## config.mk

```make
export PLATFORM = sky130hd
export DESIGN_NAME = ccip_line_reader
export DESIGN_NICKNAME = d
export VERILOG_FILES = /design/src/rtl/ccip_line_reader.sv
export SDC_FILE = /design/constraint.sdc
export NUM_CORES = 2
export LEC_CHECK = 0
export CAP_MARGIN = 25
export CORE_ASPECT_RATIO = 0.75
export CORE_MARGIN = 1
export CORE_UTILIZATION = 58
export DETAILED_ROUTE_END_ITERATION = 6
export PLACE_DENSITY = 0.8
export SLEW_MARGIN = 20
export SYNTH_ARGS = -nofsm -noshare
export SYNTH_HDL_FRONTEND = slang
export SYNTH_SLANG_ARGS = --single-unit
export TNS_END_PERCENT = 5
```

## constraint.sdc

```tcl
create_clock -name clk -period 31.9 [get_ports clk]
set_input_delay 7.975 -clock clk [delete_from_list [all_inputs] [get_ports clk]]
set_output_delay 7.975 -clock clk [all_outputs]
set_load 0.03 [all_outputs]
```

## src/rtl/ccip_line_reader.sv

```systemverilog
// CCI-P c0 read engine: fetches num_lines consecutive cache lines starting at base_addr,
// reorders responses by tag and streams the lines out in ascending index order.
module ccip_line_reader #(
  parameter int MAX_OUTSTANDING = 8,
  parameter int LEN_W           = 16
) (
  input  logic             clk,
  input  logic             rst,
  input  logic             start,
  input  logic [41:0]      base_addr,
  input  logic [LEN_W-1:0] num_lines,
  output logic             busy,
  output logic             done,
  output logic             err_unexpected,
  output logic             c0_req_valid,
  output logic [41:0]      c0_req_addr,
  output logic [15:0]      c0_req_mdata,
  input  logic             c0_almost_full,
  input  logic             c0_rsp_valid,
  input  logic [15:0]      c0_rsp_mdata,
  input  logic [511:0]     c0_rsp_data,
  output logic             out_valid,
  output logic [511:0]     out_data,
  output logic [LEN_W-1:0] out_index,
  input  logic             out_ready
);

  localparam int SLOT_W = $clog2(MAX_OUTSTANDING);

  localparam logic [0:0] S_IDLE = 1'b0;
  localparam logic [0:0] S_RUN  = 1'b1;

  localparam logic [1:0] SLOT_FREE    = 2'd0;
  localparam logic [1:0] SLOT_PENDING = 2'd1;
  localparam logic [1:0] SLOT_FILLED  = 2'd2;

  logic [0:0]       state;
  logic [41:0]      base_q;
  logic [LEN_W-1:0] len_q;
  logic [LEN_W-1:0] issue_cnt;
  logic [LEN_W-1:0] deliver_cnt;
  logic [1:0]       slot_st   [MAX_OUTSTANDING];
  logic [511:0]     slot_data [MAX_OUTSTANDING];

  logic [SLOT_W-1:0] issue_slot;
  logic [SLOT_W-1:0] deliver_slot;
  logic [SLOT_W-1:0] rsp_slot;
  logic              rsp_tag_ok;
  logic              rsp_fill;
  logic              rsp_bad;
  logic              do_issue;
  logic              do_deliver;
  logic              last_deliver;

  assign issue_slot   = issue_cnt[SLOT_W-1:0];
  assign deliver_slot = deliver_cnt[SLOT_W-1:0];
  assign rsp_slot     = c0_rsp_mdata[SLOT_W-1:0];

  // A tag with any bit set above the slot field can never have been issued.
  assign rsp_tag_ok = (c0_rsp_mdata >> SLOT_W) == 16'd0;
  assign rsp_fill   = c0_rsp_valid && (state == S_RUN) && rsp_tag_ok &&
                      (slot_st[rsp_slot] == SLOT_PENDING);
  assign rsp_bad    = c0_rsp_valid && !rsp_fill;

  assign do_issue = (state == S_RUN) && (issue_cnt < len_q) && !c0_almost_full &&
                    (slot_st[issue_slot] == SLOT_FREE);

  assign busy         = (state == S_RUN);
  assign out_valid    = (state == S_RUN) && (slot_st[deliver_slot] == SLOT_FILLED);
  assign out_data     = out_valid ? slot_data[deliver_slot] : '0;
  assign out_index    = deliver_cnt;
  assign do_deliver   = out_valid && out_ready;
  assign last_deliver = do_deliver && ((deliver_cnt + LEN_W'(1)) == len_q);

  // NOTE: sequential state uses non-blocking assignments so every register samples
  // pre-edge values; the slot transitions below touch distinct slots and never race.
  always_ff @(posedge clk or posedge rst) begin
    if (rst) begin
      state          <= S_IDLE;
      base_q         <= '0;
      len_q          <= '0;
      issue_cnt      <= '0;
      deliver_cnt    <= '0;
      done           <= 1'b0;
      err_unexpected <= 1'b0;
      c0_req_valid   <= 1'b0;
      c0_req_addr    <= '0;
      c0_req_mdata   <= '0;
      for (int i = 0; i < MAX_OUTSTANDING; i++) slot_st[i] <= SLOT_FREE;
    end else begin
      done         <= 1'b0;
      c0_req_valid <= 1'b0;

      case (state)
        S_IDLE: begin
          if (start) begin
            base_q         <= base_addr;
            len_q          <= num_lines;
            issue_cnt      <= '0;
            deliver_cnt    <= '0;
            err_unexpected <= 1'b0;
            if (num_lines == '0) done  <= 1'b1;
            else                 state <= S_RUN;
          end
        end
        default: begin
          if (do_issue) begin
            c0_req_valid        <= 1'b1;
            c0_req_addr         <= base_q + 42'(issue_cnt);
            c0_req_mdata        <= 16'(issue_slot);
            slot_st[issue_slot] <= SLOT_PENDING;
            issue_cnt           <= issue_cnt + LEN_W'(1);
          end
          if (do_deliver) begin
            slot_st[deliver_slot] <= SLOT_FREE;
            deliver_cnt           <= deliver_cnt + LEN_W'(1);
            if (last_deliver) begin
              state <= S_IDLE;
              done  <= 1'b1;
            end
          end
        end
      endcase

      if (rsp_fill) slot_st[rsp_slot] <= SLOT_FILLED;
      // Placed after the start clear so a stray response in the start cycle still flags.
      if (rsp_bad) err_unexpected <= 1'b1;
    end
  end

  // NOTE: the line buffer is deliberately not reset; a slot is only read once its
  // reset-cleared state says FILLED, and out_data is gated to zero otherwise.
  always_ff @(posedge clk) begin
    if (rsp_fill) slot_data[rsp_slot] <= c0_rsp_data;
  end

endmodule
```

==> flow_summary_export.csv <==
group,metric,value,unit
outcome,outcome,"finished with violations",
outcome,violations,"DRC",
final_layout,fillers,15500,
hold_path,worstHoldStart,"c0_req_addr[33]",
power,p_leak,56.1,nW
yosys,synth.distinct_cells,64,
floorplanning,row_count,163,
placed_design,postPlaceCellArea,169000,µm²
worst_setup_path,cp_max_fo,57,
worst_setup_path,reg2reg_to,"slot_data[2][341]",
timing,rsz0062_at_grt,"no",
cts,cts_buffer_depth,4,
floorplanning,start_util,58.3,%
job,cap_violations,0,
yosys,ys_seq_area_share,82.8,%
global_routing,grt_pass1_vias,89800,
cts,ctsRootBufferMaster,"clkbuf_16",
power,combPwrFrac,4.3,%
yosys,ys_warn_count,0,
yosys,synth_seq_cells,4251,
hold_path,worst_hold_path.endpoint,"c0_req_addr[33]",
yosys,synth_cells,8357,
floorplanning,die_y,447,µm
timing,period_needed,16.62,ns
worst_setup_path,r2r_start,"busy",
cts,cts_hold_buffers,0,
final_layout,fin_area,181000,µm²
cts,cts_tree,"built",
floorplanning,io_pins,1183,
yosys,ys_top_cells_by_count,"4096 x edfxtp_1, 1073 x o22ai_1, 521 x clkbuf_1",
power,power.internal,8.83,mW
final_layout,multi_input_area,24100,µm²
global_routing,grt_usage,32.1,%
hold_path,min_path_cells,2,
global_routing,gr-total-overflow,0,
global_routing,grt_max_degree,145,
drt,dr.pass1.iters,7,
worst_setup_path,cp-start-kind,"flop",
drt,drc_errors,6,
yosys,synth_area_leaders,"edfxtp_1 80%, o22ai_1 4.4%, o221ai_1 2.7%, o22a_1 2.6%, dfrtp_1 2.5%",
yosys,synth-edff-count,4096,
final_layout,final_nets,10100,
cts,cts_setup_buffers,0,
yosys,synth_top_area_share,80.3,%
final_layout,register_area,127000,µm²
timing,max_freq,60.2,MHz
placed_design,place_hpwl,245,mm
global_routing,antenna_found_initial,160,
timing,fin_skew,0.0718,ns
drt,drt-total-wl,445,mm
cts,ctsResizeCount,0,
timing,relSlewSlack,18.2,%
power,swShare,21.0,%
yosys,ys_async_sr_fraction,3.65,%
worst_setup_path,reg2reg_depth,11,
drt,routedWlPerCell,33.2,µm
drt,vias,93700,
timing,setup_violations,0,
power,switchingPower,2.35,mW
cts,h-tree-depth,5,
cts,path_clk_slew,0.07,ns
timing,layout_setup_ws,15.28,ns
final_layout,final_cells,13400,
timing,worst_pin_slew,1.23,ns
worst_setup_path,reg2reg_setup_slack,25.53,ns
placed_design,globalplace.congestion,0.954,
timing,hold_violations,0,
yosys,yosysTopAreaCell,"edfxtp_1",
timing,fin_setup_tns,0,ns
worst_setup_path,critical_path_required,23.93,ns
drt,via_per_inst,7.00,
worst_setup_path,end_kind,"output pin",
drt,drt_iter0_markers,14600,
drt,ant_nets,0,
cts,numCtsBuffers,384,
cts,clock_latency,0.89,ns
floorplanning,die-area,266000,µm²
yosys,syn_area,153000,µm²
hold_path,holdCritPathClass,"flop to flop",
yosys,syn_area_per_cell,18.3,µm²
worst_setup_path,arrival,8.65,ns
yosys,post-synth-top-count-cell,"edfxtp_1",
cts,cts_sinks,4251,
floorplanning,coreArea,263000,µm²
power,power_per_cell_area,61.7,nW/µm²
timing,drv_slew,0,
power,p_clk_share,40.2,%
yosys,synth-main-ff-cell,"edfxtp_1",
power,p_seq_share,55.5,%
placed_design,place_worst_setup_slack,16.60,ns
global_routing,grt_pass1_wl,626,mm
placed_design,portBuffers,1169,
floorplanning,fp.dieW,595,µm
timing,min_period_over_period,52.1,%
placed_design,dp.cells,12600,
worst_setup_path,critPathKind,"flop to output pin",
power,vdd_drop_max,0.0521,mV
final_layout,syn_to_final_growth,18.2,%
final_layout,drive_above_1_share,7.81,%
placed cells by master (no fill, tap or decap), types with 34 or more instances in the layout:
| cell type | n |
|---|---|
| a21oi_1 | 55 |
| buf_4 | 138 |
| clkbuf_1 | 77 |
| clkbuf_16 | 393 |
| clkdlybuf4s50_1 | 1169 |
| clkinv_1 | 91 |
| clkinv_2 | 62 |
| dfrtp_1 | 152 |
| diode_2 | 114 |
| edfxtp_1 | 4096 |
| mux2_2 | 34 |
| mux2i_1 | 35 |
| nand2_1 | 269 |
| nor2_1 | 91 |
| nor3_1 | 37 |
| nor4_1 | 450 |
| o21ai_0 | 131 |
| o221ai_1 | 475 |
| o22a_1 | 456 |
| o22ai_1 | 1073 |
| xnor2_1 | 37 |
metal layers:
| metal | track usage (%) | routed length [µm] | vias to the layer above |
|---|---|---|---|
| li1 | - | - | 37800 |
| met1 | 41.9 | 154000 | 47100 |
| met2 | 49.4 | 210000 | 7513 |
| met3 | 8.29 | 54200 | 1206 |
| met4 | 18.8 | 26000 | 76 |
| met5 | 0 | 457 | - |
registers in the layout, indices dropped and copies added, names as in the netlist:
register	count
c0_req_addr	42
issue_cnt	16
base_q	42
slot_data	4096
busy	1
err_unexpected	1
c0_req_valid	1
c0_req_mdata	3
len_q	16
slot_st	16
out_index	16
done	1
area by class of cell:
cell class / count / share of cell area, %
diodes: 114 / 0.158
well taps: 3465 / 2.39
inverters: 40 / 0.106
multi-input cells: 3490 / 13.3
clock buffers: 475 / 5.63
flip-flops and latches: 4251 / 70.1
clock inverters: 212 / 1.03
repair buffers: 1333 / 7.29
power groups by stage:
stage	sequential (mW)	clock (mW)	combinational [mW]
6_report	6.20	4.49	0.481
5_1_grt	6.20	4.72	0.510
4_1_cts	6.20	4.50	0.473
3_5_place_dp	6.32	0	0.470
3_3_place_gp	6.31	0	0.451
2_1_floorplan	6.34	0	0.187
cell families (layout without fill, tap and decap cells):
kind of cell / Yosys count / count (layout) / synth area share, %
other: 1 / 127 / 0.00245
DFF: 4251 / 4251 / 82.8
buffers and inverters: 628 / 2060 / 1.59
and+or+nand+nor: 1026 / 1026 / 3.62
adders and majority gates: 34 / 34 / 0.283
AOI/OAI and AO/OA: 2284 / 2284 / 10.8
muxes: 75 / 75 / 0.567
xor gates and xnor gates: 58 / 58 / 0.332
per-stage QoR:
stage	hold WS (ns)	utilization, %	total power [mW]
final	0.486	68.9	11.2
after global routing	0.513	68.9	11.4
after CTS	0.490	68.8	11.2
after detailed placement	0.476	64.2	6.79
after global placement	0.465	64.1	6.76
after floorplan	0.452	-	6.53
critical path, stage by stage (launching register included):
cell and delay (ns):
dfrtp_4 0.65, buf_4 0.50, or3_4 0.57, buf_4 0.72, buf_4 0.72, buf_4 0.78, buf_4 0.80, buf_4 0.63
o22a_1 0.24, o221ai_1 0.10, nor4_1 0.89, clkdlybuf4s50_1 0.85
worst max-delay path by stage:
stage / from / end / cells past startpoint
CTS: out_index[2] / out_data[204] / 11
detailed placement: out_index[2] / out_data[204] / 11
floorplan: c0_rsp_mdata[0] / slot_data[3][0] / 5
global route: out_index[2] / out_data[204] / 11
global placement: out_index[2] / out_data[204] / 11
finish: out_index[2] / out_data[204] / 11
No activity file was read; power rests on OpenSTA's default activity.
